===== config.mk =====
export PLATFORM = sky130hd
export DESIGN_NAME = conv_stream_feeder_flat
export DESIGN_NICKNAME = d
export VERILOG_FILES = /design/src/rtl/conv_stream_feeder_if.sv /design/src/rtl/conv_stream_feeder.sv /design/src/flat_wrapper.sv
export SDC_FILE = /design/constraint.sdc
export NUM_CORES = 1
export LEC_CHECK = 0
export CAP_MARGIN = 20
export CORE_ASPECT_RATIO = 1.4
export CORE_UTILIZATION = 25
export CTS_CLUSTER_SIZE = 40
export DETAILED_ROUTE_END_ITERATION = 8
export PLACE_DENSITY_LB_ADDON = 0.2
export SYNTH_ARGS = -nofsm -noshare
export SYNTH_HDL_FRONTEND = slang
export SYNTH_SLANG_ARGS = --single-unit

===== constraint.sdc =====
create_clock -name clk -period 2.5 [get_ports clk]
set_clock_uncertainty 0.2 [all_clocks]
set_input_delay 0.5 -clock clk [delete_from_list [all_inputs] [get_ports clk]]
set_output_delay 0.5 -clock clk [all_outputs]
set_load 0.01 [all_outputs]

===== src/rtl/conv_stream_feeder_if.sv =====
// ---------------------------------------------------------------------------
// conv_stream_feeder_if
// Stream bundle between the frame feeder and the convolver.
//   x stream (feeder -> convolver): m_data_out_x, m_valid_x, m_ready_x
//   y stream (convolver -> feeder): s_data_in_y, s_valid_y, s_ready_y
// Modports:
//   master : feeder side (drives x data/valid and y ready)
//   slave  : convolver side (drives x ready and y data/valid)
// ---------------------------------------------------------------------------
interface conv_stream_feeder_if #(
    parameter int WIDTH = 16
);
    logic        [WIDTH-1:0] m_data_out_x;
    logic                    m_valid_x;
    logic                    m_ready_x;
    logic signed [WIDTH-1:0] s_data_in_y;
    logic                    s_valid_y;
    logic                    s_ready_y;

    modport master (
        output m_data_out_x,
        output m_valid_x,
        input  m_ready_x,
        input  s_data_in_y,
        input  s_valid_y,
        output s_ready_y
    );

    modport slave (
        input  m_data_out_x,
        input  m_valid_x,
        output m_ready_x,
        output s_data_in_y,
        output s_valid_y,
        input  s_ready_y
    );
endinterface


===== src/rtl/conv_stream_feeder.sv =====
// ---------------------------------------------------------------------------
// conv_stream_feeder
// Frame-based feeder for a streaming convolver. The host fills an x-buffer,
// pulses start, and the block streams LENX x samples out while collecting
// LENY y samples back into a y-buffer the host can read.
// Ports:
//   clk           : clock, all state changes on the rising edge
//   reset         : asynchronous active-low reset
//   host_wr_en    : x-buffer write strobe (honoured in IDLE only)
//   host_wr_addr  : x-buffer write index
//   host_wr_data  : x-buffer write data
//   start         : begin a frame (sampled in IDLE only)
//   busy          : high while a frame is in RUN or DONE
//   strm          : x/y stream bundle, feeder side
//   host_rd_addr  : y-buffer read index
//   host_rd_data  : y-buffer read data, one cycle latency
//   frame_done    : one-cycle pulse at the end of a frame
//   y_count       : y samples accepted in the current / last frame
// ---------------------------------------------------------------------------
module conv_stream_feeder #(
    parameter int WIDTH = 16,
    parameter int LENX  = 64,
    parameter int LENY  = 32,
    parameter int ADDRX = 6,
    parameter int ADDRY = 5
) (
    input  logic               clk,
    input  logic               reset,
    input  logic               host_wr_en,
    input  logic [ADDRX-1:0]   host_wr_addr,
    input  logic [WIDTH-1:0]   host_wr_data,
    input  logic               start,
    output logic               busy,
    conv_stream_feeder_if.master strm,
    input  logic [ADDRY-1:0]   host_rd_addr,
    output logic [WIDTH-1:0]   host_rd_data,
    output logic               frame_done,
    output logic [ADDRY:0]     y_count
);

    // Indices are one bit wider than the buffer address so they can reach
    // LENX / LENY exactly and serve as "frame complete" markers.
    localparam int TXW = ADDRX + 1;
    localparam int RXW = ADDRY + 1;
    localparam logic [TXW-1:0] TX_LEN = TXW'(LENX);
    localparam logic [RXW-1:0] RX_LEN = RXW'(LENY);

    typedef enum logic [1:0] {
        IDLE = 2'd0,
        RUN  = 2'd1,
        DONE = 2'd2
    } state_t;

    state_t state;
    state_t state_nxt;

    logic [TXW-1:0] tx_idx;
    logic [RXW-1:0] rx_idx;

    logic        [WIDTH-1:0] xbuf [2**ADDRX];
    logic signed [WIDTH-1:0] ybuf [2**ADDRY];

    logic x_fire;
    logic y_fire;

    // Stream controls depend only on registered state, so valid cannot be
    // withdrawn while the convolver stalls, and reset clears them at once.
    assign strm.m_valid_x    = (state == RUN) && (tx_idx < TX_LEN);
    assign strm.s_ready_y    = (state == RUN) && (rx_idx < RX_LEN);
    assign strm.m_data_out_x = xbuf[tx_idx[ADDRX-1:0]];

    assign x_fire = strm.m_valid_x && strm.m_ready_x;
    assign y_fire = strm.s_valid_y && strm.s_ready_y;

    assign busy       = (state != IDLE);
    assign frame_done = (state == DONE);
    assign y_count    = rx_idx;

    always_ff @(posedge clk or negedge reset) begin
        if (!reset) begin
            state <= IDLE;
        end else begin
            state <= state_nxt;
        end
    end

    always_comb begin
        state_nxt = state;
        case (state)
            IDLE: begin
                if (start) begin
                    state_nxt = RUN;
                end
            end
            RUN: begin
                if ((tx_idx == TX_LEN) && (rx_idx == RX_LEN)) begin
                    state_nxt = DONE;
                end
            end
            DONE: begin
                state_nxt = IDLE;
            end
            default: begin
                state_nxt = IDLE;
            end
        endcase
    end

    // Frame indices: cleared on start, advanced per completed transfer.
    // rx_idx doubles as y_count, so it is left alone outside a frame.
    always_ff @(posedge clk or negedge reset) begin
        if (!reset) begin
            tx_idx <= '0;
            rx_idx <= '0;
        end else if ((state == IDLE) && start) begin
            tx_idx <= '0;
            rx_idx <= '0;
        end else begin
            if (x_fire) begin
                tx_idx <= tx_idx + TXW'(1);
            end
            if (y_fire) begin
                rx_idx <= rx_idx + RXW'(1);
            end
        end
    end

    // Buffer storage carries no reset; host writes are locked out while a
    // frame is in flight so the streamed data cannot change underneath it.
    always_ff @(posedge clk) begin
        if ((state == IDLE) && host_wr_en) begin
            xbuf[host_wr_addr] <= host_wr_data;
        end
    end

    always_ff @(posedge clk) begin
        if (y_fire) begin
            ybuf[rx_idx[ADDRY-1:0]] <= strm.s_data_in_y;
        end
    end

    // Registered host read; a same-cycle y write is seen one cycle later.
    always_ff @(posedge clk or negedge reset) begin
        if (!reset) begin
            host_rd_data <= '0;
        end else begin
            host_rd_data <= ybuf[host_rd_addr];
        end
    end

endmodule


===== src/flat_wrapper.sv =====
// flat-port wrapper written by rule: the top's interface ports become plain ports
module conv_stream_feeder_flat 
#(
    parameter int WIDTH = 16,
    parameter int LENX  = 64,
    parameter int LENY  = 32,
    parameter int ADDRX = 6,
    parameter int ADDRY = 5
)
  (clk, reset, host_wr_en, host_wr_addr, host_wr_data, start, busy, host_rd_addr, host_rd_data, frame_done, y_count, strm_m_data_out_x, strm_m_valid_x, strm_m_ready_x, strm_s_data_in_y, strm_s_valid_y, strm_s_ready_y);
  conv_stream_feeder_if #(.WIDTH(WIDTH)) strm_i ();
  input  logic clk;
  input  logic reset;
  input  logic host_wr_en;
  input  logic [ADDRX-1:0] host_wr_addr;
  input  logic [WIDTH-1:0] host_wr_data;
  input  logic start;
  output logic busy;
  input  logic [ADDRY-1:0] host_rd_addr;
  output logic [WIDTH-1:0] host_rd_data;
  output logic frame_done;
  output logic [ADDRY:0] y_count;
  output wire logic [$bits(strm_i.m_data_out_x)-1:0] strm_m_data_out_x;
  output wire logic [$bits(strm_i.m_valid_x)-1:0] strm_m_valid_x;
  input wire logic [$bits(strm_i.m_ready_x)-1:0] strm_m_ready_x;
  input wire logic [$bits(strm_i.s_data_in_y)-1:0] strm_s_data_in_y;
  input wire logic [$bits(strm_i.s_valid_y)-1:0] strm_s_valid_y;
  output wire logic [$bits(strm_i.s_ready_y)-1:0] strm_s_ready_y;
  assign strm_m_data_out_x = strm_i.m_data_out_x;
  assign strm_m_valid_x = strm_i.m_valid_x;
  assign strm_i.m_ready_x = strm_m_ready_x;
  assign strm_i.s_data_in_y = strm_s_data_in_y;
  assign strm_i.s_valid_y = strm_s_valid_y;
  assign strm_s_ready_y = strm_i.s_ready_y;
  conv_stream_feeder #(.WIDTH(WIDTH), .LENX(LENX), .LENY(LENY), .ADDRX(ADDRX), .ADDRY(ADDRY)) u_core (.clk(clk), .reset(reset), .host_wr_en(host_wr_en), .host_wr_addr(host_wr_addr), .host_wr_data(host_wr_data), .start(start), .busy(busy), .strm(strm_i), .host_rd_addr(host_rd_addr), .host_rd_data(host_rd_data), .frame_done(frame_done), .y_count(y_count));
endmodule

==> results of run 1 <==
-- area by class of cell --
| class | instances | area, um^2 | share of cell area, % |
|---|---|---|---|
| Timing Repair Buffer | 606 | 7400 | 9.61 |
| Clock inverter | 101 | 986 | 1.28 |
| Multi-Input combinational cell | 926 | 13400 | 17.5 |
| Sequential cell | 1567 | 46900 | 61.0 |
| Tap cell | 3103 | 3880 | 5.04 |
| Clock buffer | 195 | 4310 | 5.59 |
| Inverter | 6 | 26.3 | 0.0341 |
| Antenna cell | 3 | 7.51 | 0.00975 |
-- worst register-to-register path: cells and delay by family (launching register included) --
kind          cells  cell delay, ns
simple gates      4            0.56
buf+inv           5            0.87
flops             1            0.40
-- per-layer routing --
layer / part of all wire [%] / up-vias / routed length, um
met5: 0 / - / 0
met4: 2.9 / 0 / 5160
met3: 2.6 / 209 / 4590
met2: 55 / 509 / 98700
met1: 40 / 15900 / 71000
li1: - / 12500 / -
-- logic make-up after synthesis --
family | count (synthesis) | share of synthesized area (%)
xor gates and xnor gates | 8 | 0.117
DFF | 1567 | 78.2
muxes | 479 | 16.4
buffers and inverters | 138 | 1.24
AOI/OAI and AO/OA | 157 | 1.89
adders and majority gates | 6 | 0.125
and+or+nand+nor | 276 | 2.06
-- metrics by stage --
stage                     cells  hold WS [ns]  TNS [ns]
after detailed placement   6143         0.314   -106.51
after global routing       6504        0.0108    -27.35
after global placement     6143         0.309   -102.72
final                      6507        0.0342    -25.48
after CTS                  6489      0.000852    -27.29
after floorplan            2631       0.00441    -23.18
-- power by group --
group | switching, mW | internal, mW
logic | 12.1 | 10.9
clock network | 10.5 | 13.8
registers | 0.337 | 29.5
-- state kept, by name, indices dropped and copies added (netlist names) --
name,cells
u_core.host_rd_data,16
u_core.y_count,6
u_core.state,2
u_core.xbuf,1024
u_core.ybuf,512
u_core.tx_idx,7
-- cells in the final DEF (no fill, tap or decap), types with 43 or more instances in the layout --
master and count:
sky130_fd_sc_hd__nor2_1 59, sky130_fd_sc_hd__clkbuf_16 175, sky130_fd_sc_hd__buf_4 260, sky130_fd_sc_hd__buf_6 45, sky130_fd_sc_hd__mux2i_1 44, sky130_fd_sc_hd__clkdlybuf4s50_1 43
sky130_fd_sc_hd__buf_12 174, sky130_fd_sc_hd__nor2_2 68, sky130_fd_sc_hd__edfxtp_1 1536, sky130_fd_sc_hd__mux4_2 399, sky130_fd_sc_hd__nand2_1 55
-- worst paths after layout --
path | start | to | slack, ns | cells past startpoint
worst max-delay path | u_core.tx_idx[0] | strm_m_data_out_x[8] | -1.69 | 8
worst max register to register | u_core.state[1] | u_core.ybuf[7][3] | 0.11 | 9
max in group asynchronous | reset | u_core.tx_idx[4] | 0.47 | 4
min in group asynchronous | reset | u_core.tx_idx[2] | 0.54 | 3
worst min-delay path | host_wr_data[11] | u_core.xbuf[59][11] | 0.03 | 2
worst min register to register | u_core.state[0] | u_core.state[0] | 0.46 | 2
-- what timing repair did --
action                     4_1_cts  5_1_grt
hold endpoints to repair       375        0
cloned                           4        7
resized for setup              301       62
pin swaps                       52       30
hold buffers                    17        0
buffers inserted                42       11
setup endpoints to repair       26      279
==> results.txt, run 1 <==
The flow ran to the end, but the final reports show violations. The checks that failed: negative setup slack. The leakage power figure is around 24 nW. Fill cells in the final layout number approximately 23k. The global-route track usage on met2 is 27.9%.

The fraction of final layout cells sized beyond drive strength 1 came out at 41.0%. Of all nets on the critical path, the largest fanout is 7. Setup violations remaining at the end of the flow were counted as 19. The number of nets in the synthesized netlist is roughly 2.7k. The final instance area is between 70000 and 80000 um^2. The average detailed-routed wire length per instance is roughly 28 um. In this run the vertical extent of the chip is between 500 and 600 um. The worst path uses 168% of the clock period. For this design, the sink count on the clock tree is roughly 1.6k. The number of enable-type register cells in the synthesized netlist came out at 1536.

The final hold violation count was 0. The delay of the slowest cell on the worst path came out at ~0.55 ns. The synthesized design devotes to its leading area cell type between 70 and 80% of total area. After global routing, the most crowded layer is met2.

The post-DP HPWL came out at 115 mm. The post-route core utilization is around 32%. The post-CTS clock slew at the launch and capture registers of the worst setup and hold paths is 0.06 ns. The startpoint type of the worst setup path is a flop. The number of clock buffers added by TritonCTS is roughly 170.

The pre-CTS setup slack came out at -1.86 ns. The first-pass iteration count of the detailed router is 5. The ratio of total power to cell area is 1000 nW/um^2. The cell count after synthesis came out at 2631. Setup repair after global routing could not meet its margin everywhere. The time the final worst path needs with I/O delays and setup is between 4 and 5 ns.

Global routing consumed, on the met3 layer, ~1.9% of the routing resources. Headroom to the max-slew limit came out at 49.9%. The proportion of register bits with asynchronous set or reset after synthesis is about 2.0%. The commonest cells after synthesis are 1536 x sky130_fd_sc_hd__edfxtp_1, 399 x sky130_fd_sc_hd__mux4_2, 139 x sky130_fd_sc_hd__nor2_1, 64 x sky130_fd_sc_hd__nand2_1, 53 x sky130_fd_sc_hd__clkbuf_1. The total number of vias is 29.1k.

Averaged over all synthesized cells, the footprint is about 23 um^2. For the pin with the worst max-slew slack, the measured transition is 0.751 ns. The maximum number of pins on one net before global-route repair came out at 65. The H-tree depth reported by CTS is 4. The total power after layout is just under 80 mW. The clock reaches the later pin of the worst-skew pair after approximately 0.8 ns.

The area growth from synthesis to layout is 28.3%. The number of design rule violations left after detail routing is 0. Routability-driven placement finished with a final weighted congestion of 0.788. After synthesis the netlist holds a flip-flop and latch count of ~1.6k. After floorplanning, the core was sized to cover around 240000 um^2. Using the TritonRoute via totals, the vias-per-cell ratio works out to 4.48. In this run the clock root is driven by a sky130_fd_sc_hd__clkbuf_16. The routed design has ~180 mm of wire. The critical path is of the reg2out type. The cell area after placement is ~70000 um^2. The final worst slack came out at -1.69 ns. Among the stages of the critical path, the cell type that occurs most often is sky130_fd_sc_hd__buf_12. The effective utilization at floorplan came out at ~25%. Global routing finished with a remaining overflow of 0.

For the worst setup path, the data required time is ~1.8 ns. The worst hold path belongs to the class in2reg. The number of nets with antenna violations after detailed routing came out at 0.

The via count of the first global-routing pass is 31.4k. The largest buffer count on any clock path is 3. In the synthesized netlist the dominant register cell turns out to be sky130_fd_sc_hd__edfxtp_1. The Yosys step of the flow raised 0 warnings. The highest clock rate came out at about 0.24 GHz. The kind of cell with the highest combined delay along the critical path is multiplexers. The largest total area in the synthesized netlist belongs to sky130_fd_sc_hd__edfxtp_1. The worst endpoint data arrival time came out at approximately 3.5 ns. The most common cell in the netlist is sky130_fd_sc_hd__edfxtp_1.

The signal on the critical path passes through buf_12 -> buf_12 -> buf_12 -> mux4_2 -> mux4_2 -> mux2_4 -> a22o_4 -> buf_6. The wire length of the first global-routing pass is roughly 250 mm. The highest ir drop seen on vdd is 752 uV. In this run, the number of DRC markers left after iteration 0 of detailed routing was 2055.

The post-synthesis cell type count came out at 56. TritonCTS built the clock tree. The buffering stage count on the worst path with inverters included is 4. Among all stages on the critical path, the largest delay is contributed by sky130_fd_sc_hd__mux4_2. The floorplan step defined a die boundary enclosing approximately 240000 um^2. The floorplan die width came out at ~420 um.

The total global-route track usage came out at 14.8%. Global routing used 17.3% of the available met1 tracks. The net count of the finished layout is around 3.3k. The number of violations of the max-capacitance limit came out at 0. The post-synth design cell area came out at roughly 60000 um^2. Pin placement for this block handled approximately 90 I/O pins.

The number of buffers inserted by port buffering came out at 90. After synthesis, the cell types taking the most area are sky130_fd_sc_hd__edfxtp_1 77%, sky130_fd_sc_hd__mux4_2 15%, sky130_fd_sc_hd__dfrtp_1 1.3%. The sequential cell area fraction in the yosys report is 78.2%. The number of pins with negative max-slew slack in the final report is 0.

The number of antenna violations at the first check in global routing is 2. The endpoint class of the critical path is an output pin. In this run the core area contains ~210 standard-cell rows.
No activity file was read; power rests on OpenSTA's default activity.
==> run 2: changes to the inputs <==
--- a/config.mk
+++ b/config.mk
@@ -11,6 +11,7 @@
 export CTS_CLUSTER_SIZE = 40
 export DETAILED_ROUTE_END_ITERATION = 8
 export PLACE_DENSITY_LB_ADDON = 0.2
+export REMOVE_ABC_BUFFERS = 1
 export SYNTH_ARGS = -nofsm -noshare
 export SYNTH_HDL_FRONTEND = slang
 export SYNTH_SLANG_ARGS = --single-unit
==> run 2 against run 1 <==
Compared with the run above:
- the flow still finishes with violations (negative setup slack)
- sequential power about the same
- final cell count increased by 0.49%
- global-route usage down 0.68 points
- worst hold slack gained 0.036 ns
- core utilization shrank 0.14 points
- combinational power about the same
- power decreased by 0.12%
- die area stayed put
- clock power hardly changed
- critical path type unchanged
==> results.txt, run 2 (synthesized netlist as in run 1, its figures left out) <==
The core region area came out at 238000 um^2. The global routing stage identified its most utilized layer as met2. The final wirelength came out at about 170 mm. The site row count is between 200 and 250. The fraction of final layout cells sized beyond drive strength 1 came out at 40.3%. Clock tree synthesis selected as its root buffer the cell sky130_fd_sc_hd__clkbuf_16. Setup repair after global routing could not meet its margin everywhere. The worst relative slew slack came out at a little over two fifths. The later pin in the worst-skew pair is clocked with a latency of 0.82 ns. The number of pins with negative max-slew slack in the final report is 0. The critical path's slowest cell is sky130_fd_sc_hd__dfrtp_4. The critical setup path kind is reg2out. The final setup TNS came out at -24.84 ns. The sequential power share is slightly below 40%.

The total global-route track usage came out at between 10 and 15%. The weighted congestion at the end of routability-driven global placement came out at between 0.7 and 0.8. For the pin with the worst max-slew slack, the measured transition is 0.863 ns. The internal power summed over all cells came out at about 55 mW.

The met3 capacity usage during global routing is just over 2%. The maximum number of pins on one net before global-route repair is 65. The net count of the finished layout is between 3k and 4k.

The fraction of met1 tracks used by global routing came out at about 17%. The time the final worst path needs with I/O delays and setup is roughly 4.2 ns. The detail route stage leaves a number of antenna-violating nets equal to 0. The average detailed-routed wire length per instance is roughly 26 um. The largest single stage delay on the critical path is around 0.55 ns. The largest buffer count on any clock path is 4.

The flow ran to the end, but the final reports show violations. STA classifies the critical path endpoint as an output pin. In the layout the commonest cells are 1536 x sky130_fd_sc_hd__edfxtp_1, 399 x sky130_fd_sc_hd__mux4_2, 309 x sky130_fd_sc_hd__buf_4. The overall die height is approximately 580 um.

The register with the highest flop count is u_core.xbuf. In this design, the critical path's most frequently occurring cell is sky130_fd_sc_hd__buf_12. The post-CTS clock slew at the launch and capture registers of the worst setup and hold paths came out at approximately 0.06 ns. In this run the tool buffered the top-level ports with 90 buffer cells.

In this run, the clock network consumes 31.5% of the power. The worst path uses 168% of the clock period. The combinational fraction of design power came out at 29.8%. The total clock buffers created by CTS is ~170. The final reports fail on negative setup slack. The largest fanout on the critical path came out at 5. The first-pass iteration count of the detailed router came out at 4. The path class of the tightest hold or removal check is in2reg. Summing all flip-flop and latch instances after layout gives between 40000 and 50000 um^2. The total number of vias came out at 29.2k.

The final worst slack came out at -1.71 ns. The clock net sink count is around 1.6k. The effective utilization at floorplan came out at roughly 25%. The first global-routing pass estimated approximately 240 mm of wire. The register with the most flip-flops in the layout has between 1k and 1.5k of them. The startpoint type of the worst setup path is a flop. Fill cells in the final layout number around 23k. The net switching fraction of the power is between 20% and 30%.

The floorplan die width is between 400 and 500 um. The worst endpoint data arrival time is between 3 and 4 ns. The multi-input gate area in the final layout came out at 13200 um^2. The global-route track usage on met2 is a little over a quarter.

The pre-CTS setup slack is -1.63 ns. In the routed layout, each cell is associated on average with a via count of 4.47. The number of violations reported at the end of detailed-routing iteration 0 came out at between 2k and 2.5k. The post-route core utilization came out at around 32%. The commonest non-fill, non-tap cell in the layout is sky130_fd_sc_hd__edfxtp_1.

The post-DP HPWL is ~110 mm. The H-tree depth reported by CTS came out at 4. The floorplan step defined a die boundary enclosing about 240000 um^2. Setup violations remaining at the end of the flow were counted as 16. The number of design rule violations left after detail routing came out at 0. The number of ports placed on the die boundary came out at 91. Walking the worst path, the cells encountered are buf_12 -> buf_12 -> mux4_2 -> mux4_2 -> mux2_4 -> a22o_4 -> buf_12. The global-route congestion overflow total is 0. The area growth from synthesis to layout is 27.8%.

The final hold violation count is 0. The number of violations of the max-capacitance limit came out at 0. The TritonCTS clock tree is done. The data required time of the critical path is 1.80 ns. The via count of the first global-routing pass is roughly 31k.

The switching power total is between 20 and 25 mW. The leakage power figure is about 24 nW. The highest clock rate is approximately 0.24 GHz. The highest ir drop seen on vdd is about 600 uV. The number of antenna violations at the first check in global routing was 4.

Hold timing on the final database bottoms out at a slack of approximately 0.070 ns. Power spread over the standard cell area amounts to ~1000 nW/um^2.
-- run 2: cell count changes in the layout (fill, tap and decap cells not counted), moves of 8 or more --
cell,previous run,this run
sky130_fd_sc_hd__buf_4,260,309
sky130_fd_sc_hd__nor2_1,59,93
sky130_fd_sc_hd__nor2_2,68,42
sky130_fd_sc_hd__clkbuf_1,27,43
sky130_fd_sc_hd__clkinv_1,42,29
sky130_fd_sc_hd__mux2_2,21,29
sky130_fd_sc_hd__mux2_4,9,1
sky130_fd_sc_hd__nor2_4,12,4
-- run 2: timing repair --
item	4_1_cts	5_1_grt
setup buffers	44	27
setup endpoints to repair	26	60
endpoints found under the hold margin	495	0
pin swaps	34	34
gates resized for setup	226	76
gates cloned	4	2
hold buffers	17	0
-- run 2: final cells by class --
class                      count  area share (%)
sequential                  1567            61.2
clock buffer                 224            6.05
inverter                       6          0.0294
tap                         3103            5.07
timing repair buffer         630            9.53
multi-input combinational    926            17.3
clock inverter                82           0.834
antenna                        1         0.00327
-- run 2: per-layer routing --
metal,vias up,wire length (um)
li1,12600,-
met1,15800,67300
met2,608,93200
met3,228,6680
met4,0,4490
met5,-,0
-- run 2: final timing paths --
check	endpoint	startpoint	slack, ns	depth (start not counted)
min in group asynchronous	u_core.host_rd_data[14]	reset	0.58	4
hold / removal	u_core.xbuf[54][15]	host_wr_data[15]	0.07	2
setup / recovery	strm_m_data_out_x[8]	u_core.tx_idx[0]	-1.71	7
setup reg to reg	u_core.xbuf[47][7]	u_core.state[0]	0.10	8
hold reg to reg	u_core.state[0]	u_core.state[1]	0.27	1
max in group asynchronous	u_core.tx_idx[1]	reset	0.21	4
-- run 2: critical path, delay by kind of cell (launching register included) --
kind | cells | cell delay (ns)
buffers and inverters | 3 | 0.42
AO/OA/AOI/OAI | 1 | 0.27
multiplexers | 3 | 1.41
flip-flops | 1 | 0.55
-- run 2: power groups by stage --
| stage | Combinational [mW] | Clock (mW) | Sequential (mW) |
|---|---|---|---|
| after floorplan | 5.65 | 0 | 31.1 |
| after global placement | 20.5 | 0 | 30.3 |
| after detailed placement | 20.4 | 0 | 30.4 |
| after CTS | 22.8 | 25.1 | 29.8 |
| after global routing | 24.2 | 25.9 | 29.8 |
| final | 23.0 | 24.3 | 29.8 |
-- run 2: stage by stage --
step           total power [mW]  area [um^2]  instances
4_1_cts                    77.7        76200       6518
5_1_grt                    80.0        76600       6539
3_3_place_gp               50.8        69500       6156
6_report                   77.1        76600       6539
2_1_floorplan              36.7        59300       2499
3_5_place_dp               50.8        69500       6156
==> run 3: changes to the inputs <==
--- a/config.mk
+++ b/config.mk
@@ -7,10 +7,11 @@
 export LEC_CHECK = 0
 export CAP_MARGIN = 20
 export CORE_ASPECT_RATIO = 1.4
+export CORE_MARGIN = 10
 export CORE_UTILIZATION = 25
 export CTS_CLUSTER_SIZE = 40
 export DETAILED_ROUTE_END_ITERATION = 8
-export PLACE_DENSITY_LB_ADDON = 0.2
+export PLACE_DENSITY = 0.36
 export REMOVE_ABC_BUFFERS = 1
 export SYNTH_ARGS = -nofsm -noshare
 export SYNTH_HDL_FRONTEND = slang
==> run 3 against run 2 <==
Compared with the run above:
- the run still ends with negative setup slack left
- die area rose by 7.6%
- setup slack got worse by 0.045 ns
- critical path depth rose by 4
- largest cell class unchanged
- sequential share of layout area barely moved
- sequential power barely moved
- non-clock buffer count fell by 8
==> results.txt, run 3 (synthesized netlist as in run 1, its figures left out) <==
The largest buffer count on any clock path is 4. Routability-driven placement finished with a final weighted congestion of roughly 0.79. The checks that failed: negative setup slack. The overall die height came out at between 500 and 600 um. Wires add up to 183 mm. Setup violations remaining at the end of the flow were counted as 16. The site row count is between 200 and 250.

Clock-pin slew was measured on the worst setup and hold paths at 0.06 ns. The tool flagged a number of max-cap violations equal to 0. Measured against its own limit, the worst slew margin works out to about half.

Along the worst path, the maximum fanout reaches 7. The register with the most flip-flops in the layout has 1024 of them. The net count of the finished layout is roughly 3.4k. The run finished, with violations left. In the global route stage, overall resource usage came out at between 10 and 15%. The library cell used most frequently in the layout, excluding fill and tap cells, is sky130_fd_sc_hd__edfxtp_1. The worst setup path is captured at an output pin. The final period utilization is 170%. The ratio of total power to cell area is between 1000 and 1500 nW/um^2.

The time the final worst path needs with I/O delays and setup is roughly 4.3 ns. Setup repair after global routing could not meet its margin everywhere. The worst setup path is launched from a flop. The H-tree depth reported by CTS is 4. The number of antenna violations at the first check in global routing is 6.

The final hold violation count is 0. The core region area is ~240000 um^2. Setup slack on the worst reg-to-reg path comes out at around 0.070 ns.

The area growth from synthesis to layout came out at 27.8%. The floorplan die width came out at about 430 um. The number of pins with negative max-slew slack in the final report is 0. After legalization and detailed placement, the total HPWL measured approximately 120 mm. The slowest stage of the critical path is the sky130_fd_sc_hd__dfrtp_4 cell. The total power after layout came out at 77.7 mW. The final instance area is between 70000 and 80000 um^2. The total number of vias is 29.4k. The first-pass iteration count of the detailed router came out at 7. The most numerous cell type found on the critical path is sky130_fd_sc_hd__buf_12. The average detailed-routed wire length per instance is 28.1 um. The cell area after placement is 69400 um^2.

The maximum number of pins on one net before global-route repair is 65. The post-detailed-route via-to-cell ratio is approximately 4.5. Buffers inserted during clock tree synthesis total roughly 170. Once the floorplan was initialized, standard cells occupied 25.2% of the core. The clock root buffer master is sky130_fd_sc_hd__clkbuf_16. The number of violations reported at the end of detailed-routing iteration 0 is a little over 2k. The highest clock rate came out at about 0.24 GHz.

The final worst slack came out at -1.75 ns. The worst endpoint data arrival time came out at approximately 3.6 ns. For the worst-skew pair, the clock arrives at the later sink with an insertion delay of 0.83 ns. The fraction of final layout cells sized beyond drive strength 1 is between 30% and 40%.

In the layout the commonest cells are 1536 x sky130_fd_sc_hd__edfxtp_1, 399 x sky130_fd_sc_hd__mux4_2, 312 x sky130_fd_sc_hd__buf_4. The TritonCTS clock tree is done. The leakage power figure came out at approximately 24 nW. Global routing finished with a remaining overflow of 0.

The highest ir drop seen on vdd came out at ~610 uV. In this run the remaining antenna-violating nets after routing total 0. The clock net sink count came out at about 1.6k. The number of ports placed on the die boundary is approximately 90.

For the pin with the worst max-slew slack, the measured transition is approximately 0.73 ns. The wire length of the first global-routing pass came out at approximately 260 mm. Data on the critical path is required at its endpoint by about 1.8 ns. The overall die area is 260000 um^2. More flip-flops sit in one register than any other, and that register is u_core.xbuf.

The number of design rule violations left after detail routing came out at 0. The tightest hold path in the finished design has a slack of 0.0722 ns. The delay of the slowest cell on the worst path came out at 0.54 ns. The class of the tightest hold or removal check is in2async. The worst setup path is of the reg2out kind.

Traced cell by cell, the critical path runs through buf_12 -> buf_12 -> buf_16 -> buf_12 -> buf_4 -> mux4_2 -> a22oi_2 -> nand2_1 -> mux2_4 -> a22o_1 -> buf_6. During placement, the flow inserted port buffers numbering 90. The via count of the first global-routing pass is 32.3k.
run 3: per-layer routing:
metal,wire length [um],vias up,track usage [%]
li1,-,12500,-
met3,6820,223,2.07
met5,0,-,0
met2,99700,614,26.2
met4,4890,0,3.73
met1,72000,16000,16.3
run 3: critical path: cells and delay by family (launching register included):
family	cells	cell delay [ns]
flops	1	0.54
compound gates	2	0.45
simple gates	1	0.07
mux	2	0.83
buf+inv	6	0.83
run 3: layout make-up:
class	count	area, um^2
Clock buffer	214	4580
Antenna cell	2	5.00
Multi-Input combinational cell	926	13200
Inverter	6	22.5
Clock inverter	92	790
Timing Repair Buffer	622	7230
Fill cell	22600	162000
Tap cell	3103	3880
Sequential cell	1567	46900
run 3: worst paths after layout:
check                                  from                endpoint  cells after the start
max reg2reg                 u_core.state[1]       u_core.ybuf[3][3]                      7
max                        u_core.tx_idx[0]    strm_m_data_out_x[8]                     11
max in group asynchronous             reset       u_core.y_count[2]                      3
min in group clk            host_wr_data[7]      u_core.xbuf[60][7]                      2
min reg2reg                 u_core.state[1]         u_core.state[0]                      2
min                                   reset  u_core.host_rd_data[0]                      2
run 3: stage by stage:
| step | cells | setup TNS, ns | setup slack [ns] | util [%] |
|---|---|---|---|---|
| final | 6532 | -25.75 | -1.75 | 32.2 |
| after global routing | 6531 | -27.85 | -1.84 | 32.1 |
| after CTS | 6509 | -29.29 | -1.95 | 31.9 |
| after detailed placement | 6144 | -280.74 | -1.61 | 29.1 |
| after global placement | 6144 | -290.74 | -1.71 | 29.1 |
| after floorplan | 2499 | -273.32 | -10.12 | - |
run 3: timing repair:
| item | CTS | global route |
|---|---|---|
| hold buffers | 17 | 0 |
| gates resized for setup | 213 | 96 |
| hold endpoints to repair | 491 | 0 |
| setup endpoints to repair | 142 | 426 |
| buffers inserted | 42 | 24 |
| gates cloned | 4 | 2 |
| pin swaps | 25 | 35 |
run 3: power by group:
part | switching [mW] | internal (mW)
sequential | 0.320 | 29.5
clock | 10.4 | 14.3
combinational | 12.0 | 11.2
